--- src/rtl/regbus_pkg.sv ---
`default_nettype none
// ============================================================================
//  Module      : regbus_pkg
//  Description : Shared types and constants for the register-bus sequencer:
//                FSM state encoding, requester identifiers and the upper
//                bound on the number of registers sharing the bus.
//  Ports       : none (package)
//  Revision    : 1.0  initial release
// ============================================================================
package regbus_pkg;

   // Sequencer states. IDLE waits for a request, DRIVE/LATCH/HOLD walk one
   // valid transfer across the bus, GAP is the dead cycle carrying ACK.
   typedef enum logic [2:0] {
      IDLE  = 3'd0,
      DRIVE = 3'd1,
      LATCH = 3'd2,
      HOLD  = 3'd3,
      GAP   = 3'd4
   } state_e;

   // Requester identifiers, also used as bit positions in REQ/ACK.
   localparam int REQ_A = 0;
   localparam int REQ_B = 1;

   // Largest register bank the sequencer is built for.
   localparam int MAX_NREG = 16;

endpackage
`default_nettype wire

--- src/rtl/regbus_sequencer_if.sv ---
`default_nettype none
// ============================================================================
//  Module      : regbus_sequencer_if
//  Description : Bundle of request/acknowledge and register-bank control
//                signals between the control logic, the sequencer and the
//                register32 bank.
//  Ports       : REQ[1:0]           move request per requester (level)
//                SRC_A/DST_A        requester A source/destination index
//                SRC_B/DST_B        requester B source/destination index
//                ACK[1:0]           one-cycle completion pulse per requester
//                ERR                rejected-move flag, coincident with ACK
//                BUSY               sequencer not idle
//                N_OE[NREG-1:0]     per-register output enable, active-low
//                REG_CLK[NREG-1:0]  per-register latch clock, rising edge
//  Modports    : master - control side (drives requests)
//                slave  - sequencer side (drives acks and bank controls)
//  Revision    : 1.0  initial release
// ============================================================================
interface regbus_sequencer_if #(
   parameter int NREG = 8
);
   localparam int IDXW = $clog2(NREG);

   logic [1:0]      REQ;
   logic [IDXW-1:0] SRC_A;
   logic [IDXW-1:0] DST_A;
   logic [IDXW-1:0] SRC_B;
   logic [IDXW-1:0] DST_B;
   logic [1:0]      ACK;
   logic            ERR;
   logic            BUSY;
   logic [NREG-1:0] N_OE;
   logic [NREG-1:0] REG_CLK;

   modport master (
      output REQ, SRC_A, DST_A, SRC_B, DST_B,
      input  ACK, ERR, BUSY, N_OE, REG_CLK
   );

   modport slave (
      input  REQ, SRC_A, DST_A, SRC_B, DST_B,
      output ACK, ERR, BUSY, N_OE, REG_CLK
   );

endinterface
`default_nettype wire

--- src/rtl/regbus_sequencer_rr_arbiter2.sv ---
`default_nettype none
// ============================================================================
//  Module      : rr_arbiter2
//  Description : Two-way round-robin arbiter with a request mask. The grant
//                is combinational; the priority pointer moves to the other
//                requester whenever a valid grant is accepted.
//  Ports       : clk        clock
//                rst_n      asynchronous active-low reset (pointer -> A)
//                req[1:0]   raw requests
//                mask[1:0]  requests to ignore this cycle
//                accept     grant consumed; advance the pointer
//                gnt_idx    granted requester (0 = A, 1 = B)
//                gnt_valid  at least one unmasked request present
//  Revision    : 1.0  initial release
// ============================================================================
module rr_arbiter2
   import regbus_pkg::*;
(
   input  wire logic       clk,
   input  wire logic       rst_n,
   input  wire logic [1:0] req,
   input  wire logic [1:0] mask,
   input  wire logic       accept,
   output logic            gnt_idx,
   output logic            gnt_valid
);

   logic       ptr;
   logic [1:0] eligible;

   always_comb begin
      eligible  = req & ~mask;
      gnt_valid = |eligible;
      // Contention goes to the pointer; otherwise the lone requester wins.
      if (eligible == 2'b11) begin
         gnt_idx = ptr;
      end else begin
         gnt_idx = eligible[REQ_B];
      end
   end

   always_ff @(posedge clk or negedge rst_n) begin
      if (!rst_n) begin
         ptr <= 1'(REQ_A);
      end else if (accept && gnt_valid) begin
         ptr <= ~gnt_idx;
      end
   end

endmodule
`default_nettype wire

--- src/rtl/regbus_sequencer.sv ---
`default_nettype none
// ============================================================================
//  Module      : regbus_sequencer
//  Description : Owns the shared 32-bit tristate bus of a register32 bank.
//                Serves register-to-register moves from two requesters with
//                round-robin arbitration, sequencing output enables and latch
//                clocks with break-before-make spacing:
//                   DRIVE (src enabled) -> LATCH (dst clock high)
//                   -> HOLD (src enabled, clocks low) -> GAP (all disabled,
//                   ACK). Out-of-range and self moves go straight to GAP.
//  Ports       : CLK    system clock
//                N_RST  asynchronous active-low reset
//                bus    regbus_sequencer_if.slave (REQ/SRC/DST in;
//                       ACK/ERR/BUSY/N_OE/REG_CLK out)
//  Revision    : 1.0  initial release
// ============================================================================
module regbus_sequencer
   import regbus_pkg::*;
#(
   parameter int NREG = 8
)(
   input  wire logic          CLK,
   input  wire logic          N_RST,
   regbus_sequencer_if.slave  bus
);

   localparam int IDXW = $clog2(NREG);
   // NREG widened by one bit so any index value can be compared against it.
   localparam logic [IDXW:0] NREG_W = NREG[IDXW:0];

   generate
      if (NREG < 2 || NREG > MAX_NREG) begin : g_bad_nreg
         $error("regbus_sequencer: NREG out of supported range");
      end
   endgenerate

   // ------------------------------------------------------------------------
   // State and transfer context
   // ------------------------------------------------------------------------
   state_e          state, state_nxt;
   logic [IDXW-1:0] src, src_nxt;
   logic [IDXW-1:0] dst, dst_nxt;
   logic            gnt, gnt_nxt;
   logic            rej, rej_nxt;

   // Registered outputs; every bank control comes straight from a flop.
   logic [NREG-1:0] n_oe, n_oe_nxt;
   logic [NREG-1:0] reg_clk, reg_clk_nxt;
   logic [1:0]      ack, ack_nxt;
   logic            err, err_nxt;
   logic            busy, busy_nxt;

   // Arbitration
   logic            arb_idx;
   logic            arb_valid;
   logic            arb_accept;
   logic [1:0]      arb_mask;
   logic [IDXW-1:0] cand_src;
   logic [IDXW-1:0] cand_dst;

   function automatic logic idx_ok(input logic [IDXW-1:0] idx);
      return {1'b0, idx} < NREG_W;
   endfunction

   rr_arbiter2 u_arb (
      .clk       (CLK),
      .rst_n     (N_RST),
      .req       (bus.REQ),
      .mask      (arb_mask),
      .accept    (arb_accept),
      .gnt_idx   (arb_idx),
      .gnt_valid (arb_valid)
   );

   // ------------------------------------------------------------------------
   // Next-state and next-output logic
   // ------------------------------------------------------------------------
   always_comb begin
      state_nxt  = state;
      src_nxt    = src;
      dst_nxt    = dst;
      gnt_nxt    = gnt;
      rej_nxt    = rej;
      arb_accept = 1'b0;
      arb_mask   = 2'b00;

      // The requester acknowledged in GAP still holds REQ for that cycle;
      // hide it so the same move is not granted twice.
      if (state == GAP) begin
         arb_mask[gnt] = 1'b1;
      end

      cand_src = arb_idx ? bus.SRC_B : bus.SRC_A;
      cand_dst = arb_idx ? bus.DST_B : bus.DST_A;

      case (state)
         IDLE, GAP: begin
            if (arb_valid) begin
               arb_accept = 1'b1;
               gnt_nxt    = arb_idx;
               src_nxt    = cand_src;
               dst_nxt    = cand_dst;
               if (!idx_ok(cand_src) || !idx_ok(cand_dst)) begin
                  rej_nxt   = 1'b1;
                  state_nxt = GAP;
               end else if (cand_src == cand_dst) begin
                  rej_nxt   = 1'b0;
                  state_nxt = GAP;
               end else begin
                  rej_nxt   = 1'b0;
                  state_nxt = DRIVE;
               end
            end else begin
               state_nxt = IDLE;
            end
         end
         DRIVE:   state_nxt = LATCH;
         LATCH:   state_nxt = HOLD;
         HOLD:    state_nxt = GAP;
         default: state_nxt = IDLE;
      endcase

      // Outputs are decoded from the state being entered so that they can be
      // registered and still line up with that state.
      n_oe_nxt    = '1;
      reg_clk_nxt = '0;
      for (int i = 0; i < NREG; i++) begin
         if ((state_nxt == DRIVE || state_nxt == LATCH || state_nxt == HOLD) &&
             src_nxt == i[IDXW-1:0]) begin
            n_oe_nxt[i] = 1'b0;
         end
         if (state_nxt == LATCH && dst_nxt == i[IDXW-1:0]) begin
            reg_clk_nxt[i] = 1'b1;
         end
      end

      ack_nxt = 2'b00;
      if (state_nxt == GAP) begin
         ack_nxt[gnt_nxt] = 1'b1;
      end
      err_nxt  = (state_nxt == GAP) && rej_nxt;
      busy_nxt = (state_nxt != IDLE);
   end

   // ------------------------------------------------------------------------
   // State register
   // ------------------------------------------------------------------------
   always_ff @(posedge CLK or negedge N_RST) begin
      if (!N_RST) begin
         state <= IDLE;
      end else begin
         state <= state_nxt;
      end
   end

   // ------------------------------------------------------------------------
   // Transfer context and output registers
   // ------------------------------------------------------------------------
   always_ff @(posedge CLK or negedge N_RST) begin
      if (!N_RST) begin
         src     <= '0;
         dst     <= '0;
         gnt     <= 1'(REQ_A);
         rej     <= 1'b0;
         n_oe    <= '1;
         reg_clk <= '0;
         ack     <= 2'b00;
         err     <= 1'b0;
         busy    <= 1'b0;
      end else begin
         src     <= src_nxt;
         dst     <= dst_nxt;
         gnt     <= gnt_nxt;
         rej     <= rej_nxt;
         n_oe    <= n_oe_nxt;
         reg_clk <= reg_clk_nxt;
         ack     <= ack_nxt;
         err     <= err_nxt;
         busy    <= busy_nxt;
      end
   end

   assign bus.N_OE    = n_oe;
   assign bus.REG_CLK = reg_clk;
   assign bus.ACK     = ack;
   assign bus.ERR     = err;
   assign bus.BUSY    = busy;

endmodule
`default_nettype wire

--- src/flat_wrapper.sv ---
// flat-port wrapper written by rule: the top's interface ports become plain ports
module regbus_sequencer_flat import regbus_pkg::*;
#(
   parameter int NREG = 8
)
  (CLK, N_RST, bus_REQ, bus_SRC_A, bus_DST_A, bus_SRC_B, bus_DST_B, bus_ACK, bus_ERR, bus_BUSY, bus_N_OE, bus_REG_CLK);
  regbus_sequencer_if #(.NREG(NREG)) bus_i ();
  input  wire logic CLK;
  input  wire logic N_RST;
  input wire logic [$bits(bus_i.REQ)-1:0] bus_REQ;
  input wire logic [$bits(bus_i.SRC_A)-1:0] bus_SRC_A;
  input wire logic [$bits(bus_i.DST_A)-1:0] bus_DST_A;
  input wire logic [$bits(bus_i.SRC_B)-1:0] bus_SRC_B;
  input wire logic [$bits(bus_i.DST_B)-1:0] bus_DST_B;
  output wire logic [$bits(bus_i.ACK)-1:0] bus_ACK;
  output wire logic [$bits(bus_i.ERR)-1:0] bus_ERR;
  output wire logic [$bits(bus_i.BUSY)-1:0] bus_BUSY;
  output wire logic [$bits(bus_i.N_OE)-1:0] bus_N_OE;
  output wire logic [$bits(bus_i.REG_CLK)-1:0] bus_REG_CLK;
  assign bus_i.REQ = bus_REQ;
  assign bus_i.SRC_A = bus_SRC_A;
  assign bus_i.DST_A = bus_DST_A;
  assign bus_i.SRC_B = bus_SRC_B;
  assign bus_i.DST_B = bus_DST_B;
  assign bus_ACK = bus_i.ACK;
  assign bus_ERR = bus_i.ERR;
  assign bus_BUSY = bus_i.BUSY;
  assign bus_N_OE = bus_i.N_OE;
  assign bus_REG_CLK = bus_i.REG_CLK;
  regbus_sequencer #(.NREG(NREG)) u_core (.CLK(CLK), .N_RST(N_RST), .bus(bus_i));
endmodule
--- config.mk ---
export PLATFORM = sky130hd
export DESIGN_NAME = regbus_sequencer_flat
export DESIGN_NICKNAME = d
export VERILOG_FILES = /design/src/rtl/regbus_pkg.sv /design/src/rtl/regbus_sequencer_if.sv /design/src/rtl/regbus_sequencer_rr_arbiter2.sv /design/src/rtl/regbus_sequencer.sv /design/src/flat_wrapper.sv
export SDC_FILE = /design/constraint.sdc
export NUM_CORES = 1
export LEC_CHECK = 0
export BUFFER_PORTS_ARGS = -buffer_cell sky130_fd_sc_hd__buf_4
export CORE_MARGIN = 4
export CORE_UTILIZATION = 35
export CTS_CLUSTER_SIZE = 16
export DETAILED_ROUTE_END_ITERATION = 7
export HOLD_SLACK_MARGIN = 0.06
export PLACE_DENSITY = 0.62
export SYNTH_ARGS = -nofsm -noshare
export SYNTH_HDL_FRONTEND = slang
export SYNTH_SLANG_ARGS = --single-unit
--- constraint.sdc ---
create_clock -name CLK -period 1.7 [get_ports CLK]
set_input_delay 0.255 -clock CLK [delete_from_list [all_inputs] [get_ports CLK]]
set_output_delay 0.255 -clock CLK [all_outputs]
set_load 0.02 [all_outputs]
==> summary.txt, run 1 <==
Outcome
  – Run status: finished with violations
  – Violated checks: setup timing

Layout
  – Storage element area: 810.8 µm²
  – # nets final: approximately 190
  – Most common cell after layout, fill and taps aside: buf_4
  – Filler cells: around 340
  – Fraction of layout cells with a size suffix above 1: 60.45%
  – Antenna diodes: 0
  – Syn-to-layout area delta: 51.32%
  – Multi-input logic area: about 810 µm²
  – Most frequent cells in the layout: buf_4 (49), dfrtp_1 (24), nand4_1 (8), dfstp_2 (8), xnor2_1 (7)
  – Finished Cell Area: ~2200 µm²

Timing
  – Fin. Hold Viols: 0
  – Final WS setup: -239.1 ps
  – Hold WS: around 420 ps
  – Least-Margin Pin Slew: between 300 and 400 ps
  – Final worst path period share: 114.1%
  – Final Setup Violations: 22
  – RSZ-0062 raised after global routing: yes
  – Clk_skew: about 5.5 ps
  – Max Freq: slightly above 500 MHz
  – Slew HR: between 70% and 80%
  – Fin. max-slew vios: 0
  – Final worst path period need: 1939 ps

Place
  – Post-DP HPWL: 2650 µm
  – GPL Wtd Cong: roughly 0.82
  – I/O Buffers: 35
  – Placed inst area: 1874 µm²

Logic synthesis
  – Synthesized area: about 1500 µm²
  – Yosys warning count: 0
  – Syn Nets: between 100 and 150
  – Synthesized instance count: around 120
  – Yosys reg bits: 32
  – Sequential area share after synthesis: a little under three fifths
  – Yosys top cell area share: between 40% and 50%
  – Synth top area cells: dfrtp_1 (41%), dfstp_2 (14%), xnor2_1 (4.2%), mux2i_1 (3.4%), nand4_1 (3.4%)
  – Dominant cell type by area after synthesis: dfrtp_1
  – Synth unique cells: 41
  – Syn_area_per_cell: roughly 13 µm²

Power
  – Power per cell area: between 1500 and 2000 nW/µm²
  – Maximum vdd drop: about 0.00063 V
  – Leakage: between 0.9 and 1 nW

Min path
  – Hold endpoint: u_core.bus.N_OE[0]$_DFF_PN1_
  – WHS Path Cells: 4
  – Hold path startpoint: bus_SRC_A[2]
  – Min-delay worst type: input pin to flop

Die
  – Row Count: 23
  – Starting Density: a little over a third
  – Core ar.: approximately 4000 µm²
  – Die ar.: about 5300 µm²
  – Die Height: between 70 and 80 µm
  – # IOs: 36
  – Die Wd: between 70 and 80 µm

Global routing
  – Largest net degree at the start of global routing: 33
  – Overflow after GRT: 0
  – Vias in the first global route: 1,256
  – Antenna violations before repair: 0
  – First-pass GRT wire length: slightly above 6000 µm
  – Global Route Usage Sum: approximately 16%

Setup path
  – Worst Reg-to-Reg Cells: 5
  – Setup crit start kind: flop
  – Worst Path Class, Setup: flop to flop
  – RR Endpoint: u_core.bus.REG_CLK[5]$_DFF_PN0_
  – WP data arrival: 2100 ps
  – Worst Path Max Fanout: 9
  – Worst reg-to-reg setup slack: -240 ps
  – Reg2reg start: u_core.state[0]$_DFF_PN0_
  – Worst Path Required: about 1900 ps
  – CP Capture Type: flop

Clock network
  – Clock transition at the registers of the reported paths: roughly 60 ps
  – Clock sink count: 32
  – # H-tree levels: 2
  – CTS Buf Count: 5
  – Clock Tree Root: clkbuf_8
  – CTS tree: yes
  – Clk_lat worst skew: about 280 ps
  – Clk buf depth: 2

Detailed routing
  – Via count: roughly 1.2k
  – DRC: 0
  – WL final: about 3800 µm
  – WL/cell: 16.77 µm
  – Final ANT Viol Nets: 0
  – Drt via density: approximately 5.3
  – First-pass DRT Iterations: 4
  – Iteration-0 DRC Markers: between 50 and 60

Flow run
  – Max-Cap Viols: 0
[layout make-up]
class | count | share of cell area, %
Sequential cell | 32 | 36.57
Tap cell | 50 | 2.822
Inverter | 5 | 0.8465
Clock buffer | 8 | 4.063
Timing Repair Buffer | 54 | 19.07
Multi-Input combinational cell | 78 | 36.63
[Yosys cell counts, drive strengths merged]
| library cell | count |
|---|---|
| or2 | 1 |
| dfstp | 8 |
| a21oi | 6 |
| o21ai | 10 |
| and4b | 1 |
| a211oi | 1 |
| a2bb2oi | 1 |
| mux2i | 7 |
| or2b | 1 |
| and2 | 1 |
| and2b | 1 |
| buf | 2 |
| o221ai | 1 |
| o221a | 1 |
| nor4b | 4 |
| nand3 | 2 |
| xnor2 | 7 |
| mux2 | 2 |
| o21a | 1 |
| nand2b | 1 |
| a22o | 1 |
| nor4 | 1 |
| nand2 | 3 |
| nor2 | 6 |
| o211a | 1 |
| a22oi | 1 |
| nor2b | 2 |
| nand4 | 8 |
| and4bb | 3 |
| inv | 5 |
| dfrtp | 24 |
| a21o | 2 |
[metal layers]
metal  global-route usage, %  wire [µm]
met5                       0          0
met2                   25.25       1902
met3                   5.510        212
met4                   7.172        114
met1                   18.29       1578
[registers in the layout, summed over array words and instances (netlist names)]
| signal | cells |
|---|---|
| u_core.bus.ACK | 2 |
| u_core.bus.BUSY | 1 |
| u_core.bus.ERR | 1 |
| u_core.bus.N_OE | 8 |
| u_core.bus.REG_CLK | 8 |
| u_core.dst | 3 |
| u_core.gnt | 1 |
| u_core.rej | 1 |
| u_core.src | 3 |
| u_core.state | 3 |
| u_core.u_arb.ptr | 1 |
[critical path: stages, from the launching register on]
cell      delay [ps]
dfrtp_1          420
or2_4            290
o221a_4          360
mux2i_4          210
o21ai_4          260
and4bb_2         280
[kinds of logic (layout without fill, tap and decap cells)]
family                    count (synthesis)  after routing  synth area share [%]
muxes                                     9              9                 7.685
AOI/OAI and AO/OA                        26             27                 12.47
and+or+nand+nor                          35             35                 17.51
xor gates and xnor gates                  7              7                 4.185
DFF                                      32             32                 55.34
buffers and inverters                     7             67                 2.818
[stage by stage]
| step | TNS, ps | std cells | setup slack (ps) | utilization, % | total power (W) |
|---|---|---|---|---|---|
| after floorplan | -1206 | 116 | -93.60 | - | 0.002398 |
| after global placement | -4448 | 212 | -306.3 | 46.52 | 0.003000 |
| after detailed placement | -5251 | 212 | -342.6 | 46.52 | 0.003073 |
| after CTS | -3212 | 225 | -205.1 | 52.98 | 0.003935 |
| after global routing | -5247 | 227 | -324.4 | 55.03 | 0.004375 |
| final | -3199 | 227 | -239.1 | 55.03 | 0.004127 |
[how the worst max path moves through the flow]
| stage | startpoint | to | slack, ps |
|---|---|---|---|
| floorplan | u_core.state[1]$_DFF_PN0_ | u_core.bus.REG_CLK[3]$_DFF_PN0_ | -90 |
| global placement | u_core.gnt$_DFF_PN0_ | u_core.bus.REG_CLK[1]$_DFF_PN0_ | -310 |
| detailed placement | u_core.gnt$_DFF_PN0_ | u_core.bus.REG_CLK[1]$_DFF_PN0_ | -340 |
| CTS | u_core.state[0]$_DFF_PN0_ | u_core.bus.REG_CLK[5]$_DFF_PN0_ | -210 |
| global route | u_core.gnt$_DFF_PN0_ | u_core.bus.REG_CLK[2]$_DFF_PN0_ | -320 |
| finish | u_core.state[0]$_DFF_PN0_ | u_core.bus.REG_CLK[5]$_DFF_PN0_ | -240 |
[power by group]
group          leakage (nW)  internal [W]  switching (W)  total, W
Combinational         0.515       0.00104        0.00127   0.00231
Clock                0.0455      0.000329       0.000256  0.000585
Sequential            0.394       0.00109       0.000140   0.00123
Total                 0.954       0.00246        0.00167   0.00413
[what timing repair did]
item / CTS / global route
endpoints found under the hold margin: 24 / 0
pin swaps: 9 / 8
endpoints found under the setup margin: 26 / 27
hold buffers: 1 / 0
setup buffers: 4 / 2
cloned: 1 / 0
resized for setup: 27 / 12
Note: power is estimated with default switching activity, not from simulation.
==> run 2: changes to the inputs <==
--- a/config.mk
+++ b/config.mk
@@ -5,13 +5,13 @@
 export SDC_FILE = /design/constraint.sdc
 export NUM_CORES = 1
 export LEC_CHECK = 0
-export BUFFER_PORTS_ARGS = -buffer_cell sky130_fd_sc_hd__buf_4
 export CORE_MARGIN = 4
 export CORE_UTILIZATION = 35
 export CTS_CLUSTER_SIZE = 16
 export DETAILED_ROUTE_END_ITERATION = 7
+export DONT_BUFFER_PORTS = 1
 export HOLD_SLACK_MARGIN = 0.06
-export PLACE_DENSITY = 0.62
+export PLACE_DENSITY = 0.55
 export SYNTH_ARGS = -nofsm -noshare
 export SYNTH_HDL_FRONTEND = slang
 export SYNTH_SLANG_ARGS = --single-unit
==> run 2 against run 1 <==
  * The flow still finishes with violations (setup timing)
  * Clock power is 21% higher
  * Flip-flop and latch count stayed put
  * Final area is 6.7% lower
  * Largest power group unchanged
  * Highest routed layer unchanged
==> summary.txt, run 2 (synthesized netlist as in run 1, its figures left out) <==
Die
  – Core ar.: 4029 µm²
  – Die ar.: about 5300 µm²
  – # IOs: 36
  – Die Height: 72.70 µm
  – Starting Density: between 30% and 40%
  – Row Count: 23
  – Die Wd: a little over 70 µm

Detailed routing
  – First-pass DRT Iterations: 4
  – WL final: about 3700 µm
  – Via count: between 1k and 1.5k
  – Final ANT Viol Nets: 0
  – WL/cell: about 19 µm
  – Iteration-0 DRC Markers: 23
  – Drt via density: around 5.2
  – DRC: 0

Timing
  – Final worst path period need: a little under 2000 ps
  – Final Setup Violations: 22
  – RSZ-0062 raised after global routing: yes
  – Final worst path period share: 113.9%
  – Least-Margin Pin Slew: ~350 ps
  – Clk_skew: about 3.8 ps
  – Hold WS: roughly 250 ps
  – Max Freq: roughly 520 MHz
  – Fin. max-slew vios: 0
  – Final WS setup: -236.6 ps
  – Fin. Hold Viols: 0
  – Slew HR: around three quarters

Setup path
  – CP Capture Type: flop
  – Crit path to: u_core.bus.REG_CLK[3]$_DFF_PN0_
  – Critical Path Source: u_core.state[1]$_DFF_PN0_
  – Worst Reg-to-Reg Cells: 5
  – Worst Path Class, Setup: flop to flop
  – Worst Path Required: around 1900 ps
  – WP data arrival: 2110 ps
  – Setup crit start kind: flop
  – RR Endpoint: u_core.bus.REG_CLK[3]$_DFF_PN0_
  – Worst reg-to-reg setup slack: -240 ps
  – Worst Path Max Fanout: 6
  – Reg2reg start: u_core.state[1]$_DFF_PN0_

Place
  – GPL Wtd Cong: 0.7782
  – Post-DP HPWL: about 2300 µm
  – Placed instance count: 177
  – I/O Buffers: 0

Power
  – Overall power: 0.004266 W
  – Power per cell area: around 2000 nW/µm²
  – Leakage: approximately 0.82 nW
  – Maximum vdd drop: approximately 0.00090 V

Clock network
  – Clk buf depth: 2
  – Clk_lat worst skew: 280 ps
  – Clock Tree Root: clkbuf_8
  – Clock sink count: 32
  – # H-tree levels: 2
  – CTS Buf Count: 5
  – CTS tree: yes
  – Clock transition at the registers of the reported paths: 70 ps

Layout
  – Fraction of layout cells with a size suffix above 1: approximately 54%
  – Antenna diodes: 0
  – Syn-to-layout area delta: 41.25%
  – Final Non-Filler Cells: 196
  – # nets final: between 150 and 200
  – Most frequent cells in the layout: dfrtp_1 (24), buf_4 (13), nand4_1 (8), dfstp_2 (8)
  – Most common cell after layout, fill and taps aside: dfrtp_1

Global routing
  – Overflow after GRT: 0
  – First-pass GRT wire length: about 5600 µm
  – Antenna violations before repair: 0
  – Largest net degree at the start of global routing: 33
  – Vias in the first global route: ~1.1k
  – Global Route Usage Sum: between 10 and 15%

Min path
  – Hold path startpoint: bus_SRC_B[1]
  – Min-delay worst type: input pin to flop

Outcome
  – Run status: finished with violations
  – Violated checks: setup timing

Flow run
  – Max-Cap Viols: 0
==> run 2: changes by cell type in the layout (fill, tap and decap cells not counted), sizes merged <==
cell | previous run | this run
buf | 53 | 19
bufinv | 0 | 1
clkbuf | 8 | 5
clkinv | 0 | 1
clkinvlp | 0 | 1
nand2 | 3 | 4
o21ai | 11 | 13
==> run 2: layout make-up <==
class / count / area (µm²)
fill: 354 / 1959
sequential: 32 / 810.8
clock buffer: 5 / 68.82
inverter: 5 / 18.77
multi-input combinational: 81 / 873.3
timing repair buffer: 20 / 192.7
tap: 50 / 62.56
clock inverter: 3 / 42.54
==> run 2: worst min-delay path by stage <==
stage,slack [ps],cells after the start,to
after floorplan,-40,0,u_core.bus.ACK[0]$_DFF_PN0_
after CTS,280,2,u_core.src[1]$_DFF_PN0_
after global placement,-40,0,u_core.bus.BUSY$_DFF_PN0_
after global routing,270,2,u_core.src[1]$_DFF_PN0_
after detailed placement,-40,0,u_core.bus.BUSY$_DFF_PN0_
final,250,2,u_core.src[1]$_DFF_PN0_
==> run 2: per-stage QoR <==
stage	TNS, ps	worst slack [ps]	util [%]	instance area (µm²)
3_5_place_dp	-5351	-321.9	40.00	1612
3_3_place_gp	-4188	-267.5	40.00	1612
2_1_floorplan	-1206	-93.60	-	1474
6_report	-3757	-236.6	51.37	2069
5_1_grt	-5491	-299.4	51.37	2069
4_1_cts	-3671	-198.9	44.60	1797
==> run 2: what timing repair did <==
item	CTS	global route
hold endpoints to repair	32	0
setup buffers	0	5
pin swaps	3	21
cloned	1	3
resized for setup	9	38
setup endpoints to repair	27	30
hold buffers	2	0
==> run 2: where the power goes <==
group          internal (W)  switching [W]  leakage, nW
logic              0.000973        0.00115        0.372
registers           0.00110       0.000329        0.394
clock network      0.000433       0.000277       0.0541
total               0.00251        0.00176        0.820
==> run 2: routing by layer <==
layer | routed length (µm) | vias up | GRT usage (%)
li1 | - | 493 | -
met1 | 1346 | 504 | 15.28
met2 | 2090 | 24 | 24.55
met3 | 196 | 4 | 6.198
met4 | 28 | 0 | 3.689
met5 | 0 | - | 0
==> run 2: critical path, cell delays in order (launching register included) <==
cell and delay [ps]:
dfrtp_1 420, or2_1 310, o221a_4 380, mux2i_4 230, o21ai_4 220, and4bb_2 270
==> run 3: changes to the inputs <==
--- a/config.mk
+++ b/config.mk
@@ -6,12 +6,12 @@
 export NUM_CORES = 1
 export LEC_CHECK = 0
 export CORE_MARGIN = 4
-export CORE_UTILIZATION = 35
+export CORE_UTILIZATION = 55
 export CTS_CLUSTER_SIZE = 16
 export DETAILED_ROUTE_END_ITERATION = 7
 export DONT_BUFFER_PORTS = 1
 export HOLD_SLACK_MARGIN = 0.06
-export PLACE_DENSITY = 0.55
+export PLACE_DENSITY = 0.77
 export SYNTH_ARGS = -nofsm -noshare
 export SYNTH_HDL_FRONTEND = slang
 export SYNTH_SLANG_ARGS = --single-unit
==> run 3 against run 2 <==
  * The flow still finishes with violations (setup timing)
  * First-iteration DRC count is 61% higher
  * Non-clock buffer count is 1 higher
  * Routed wire length is 2.2% lower
  * Count of clock-buffer cells in the layout is 2 higher
  * Register-to-register slack worse by 50 ps
  * Flip-flop and latch count stayed put
  * Critical endpoint is now u_core.bus.REG_CLK[6]$_DFF_PN0_
  * Cell count is 9.7% lower
  * Combinational power is 8% lower
  * Setup slack worse by 49 ps
  * Critical path depth is 1 higher
==> summary.txt, run 3 (synthesized netlist as in run 1, its figures left out) <==
Power
  – Maximum vdd drop: approximately 0.0013 V
  – Clock share of power: between 10% and 20%
  – Part of the power in registers: around 38%
  – Switching power: 0.001672 W
  – Leakage: just under 0.8 nW
  – Combinational share of power: between 50 and 60%
  – Sw frac: between 40% and 50%
  – Power per cell area: between 1500 and 2000 nW/µm²
  – Internal Power: 0.002134 W

Timing
  – Final worst path period share: 116.8%
  – Clk_skew: 9.880 ps
  – Slew HR: between 70 and 80%
  – Final Setup Violations: 26
  – RSZ-0062 raised after global routing: yes
  – Final worst path period need: 1986 ps
  – Max Freq: 503.7 MHz
  – Fin. Hold Viols: 0
  – Final WS setup: -285.5 ps
  – Fin. max-slew vios: 0
  – Least-Margin Pin Slew: between 300 and 400 ps
  – Hold WS: ~200 ps

Clock network
  – Clk_lat worst skew: around 330 ps
  – CTS tree: yes
  – Clock Tree Root: clkbuf_4
  – Clock transition at the registers of the reported paths: 100 ps
  – # H-tree levels: 2
  – Clock sink count: 32
  – Clk buf depth: 2
  – CTS Buf Count: 5

Outcome
  – Run status: finished with violations
  – Violated checks: setup timing

Die
  – Starting Density: a little under 60%
  – Die Wd: a little under 60 µm
  – Die Height: slightly below 60 µm
  – Row Count: 18
  – Die ar.: between 3000 and 4000 µm²
  – Core ar.: ~2500 µm²
  – # IOs: 36

Layout
  – # nets final: approximately 160
  – Finished Cell Area: between 1500 and 2000 µm²
  – Fraction of layout cells with a size suffix above 1: a little over half
  – Final Util: 78.23%
  – Syn-to-layout area delta: 33.48%
  – Storage element area: 810.8 µm²
  – Antenna diodes: 0
  – Most common cell after layout, fill and taps aside: dfrtp_1
  – Filler cells: ~160
  – Most frequent cells in the layout: dfrtp_1 (24), buf_4 (16), nand4_1 (8), dfstp_2 (8)
  – Multi-input logic area: about 850 µm²

Detailed routing
  – DRC: 0
  – WL/cell: between 20 and 25 µm
  – Via count: about 1.1k
  – First-pass DRT Iterations: 4
  – Iteration-0 DRC Markers: 37
  – Drt via density: 6.175
  – WL final: approximately 3600 µm
  – Final ANT Viol Nets: 0

Setup path
  – Worst Path Max Fanout: 6
  – Worst Reg-to-Reg Cells: 6
  – Worst Path Class, Setup: flop to flop
  – WP data arrival: 2260 ps
  – Setup crit start kind: flop
  – RR Endpoint: u_core.bus.REG_CLK[6]$_DFF_PN0_
  – Worst reg-to-reg setup slack: -290 ps
  – Worst Path Required: ~2000 ps
  – CP Capture Type: flop
  – Reg2reg start: u_core.gnt$_DFF_PN0_

Global routing
  – First-pass GRT wire length: approximately 5200 µm
  – Global Route Usage Sum: 20.68%
  – Vias in the first global route: about 1.1k
  – Largest net degree at the start of global routing: 33
  – Overflow after GRT: 0
  – Antenna violations before repair: 0

Min path
  – Min-delay worst type: input pin to flop
  – WHS Path Cells: 2
  – Hold endpoint: u_core.dst[1]$_DFF_PN0_
  – Hold path startpoint: bus_DST_A[1]

Place
  – Post-DP HPWL: around 2200 µm
  – I/O Buffers: 0
  – Worst slack at placement: -456.3 ps
  – GPL Wtd Cong: just under 0.9
  – Placed inst area: around 1600 µm²

Flow run
  – Max-Cap Viols: 0
run 3: worst max-delay path by stage:
stage / startpoint / end / slack (ps)
6_report: u_core.gnt$_DFF_PN0_ / u_core.bus.REG_CLK[6]$_DFF_PN0_ / -290
5_1_grt: u_core.gnt$_DFF_PN0_ / u_core.bus.REG_CLK[6]$_DFF_PN0_ / -340
4_1_cts: u_core.state[1]$_DFF_PN0_ / u_core.bus.REG_CLK[4]$_DFF_PN0_ / -230
3_5_place_dp: u_core.gnt$_DFF_PN0_ / u_core.bus.REG_CLK[0]$_DFF_PN0_ / -460
3_3_place_gp: u_core.gnt$_DFF_PN0_ / u_core.bus.REG_CLK[2]$_DFF_PN0_ / -280
2_1_floorplan: u_core.state[1]$_DFF_PN0_ / u_core.bus.REG_CLK[3]$_DFF_PN0_ / -90
run 3: through the flow:
step	total power (W)	cells	setup TNS, ps
after floorplan	0.002398	116	-1206
after global placement	0.002718	156	-3857
after detailed placement	0.002783	156	-6473
after CTS	0.003415	169	-4156
after global routing	0.004029	177	-6565
final	0.003806	177	-4640
run 3: power groups by stage:
stage          sequential [W]  clock, W  combinational, W
6_report              0.00143  0.000400           0.00197
2_1_floorplan         0.00141         0          0.000990
5_1_grt               0.00146  0.000462           0.00211
4_1_cts               0.00142  0.000402           0.00159
3_5_place_dp          0.00144         0           0.00135
3_3_place_gp          0.00143         0           0.00129
run 3: repair_timing:
action,in CTS,in global routing
pin swaps,6,13
resized for setup,20,23
hold buffers,2,0
gates cloned,1,3
endpoints found under the setup margin,27,31
buffers inserted,2,5
hold endpoints to repair,32,0
run 3: layout make-up:
| class | instances | share of cell area [%] |
|---|---|---|
| clock inverter | 1 | 0.2559 |
| clock buffer | 7 | 2.303 |
| inverter | 5 | 0.9597 |
| timing repair buffer | 21 | 9.405 |
| multi-input combinational | 81 | 43.70 |
| sequential | 32 | 41.46 |
| tap | 30 | 1.919 |
run 3: layer usage:
layer | vias to the layer above | global-route usage, % | part of all wire [%]
li1 | 498 | - | -
met1 | 548 | 24.47 | 38
met2 | 40 | 32.29 | 51
met3 | 7 | 8.061 | 9.0
met4 | 0 | 11.08 | 1.9
met5 | - | 0 | 0
run 3: worst max-delay path, stage by stage (launching register included):
cell	delay (ps)
dfrtp_1	430
nor4b_4	330
o221a_4	340
mux2i_4	300
buf_4	160
o21ai_4	70
and4bb_2	300
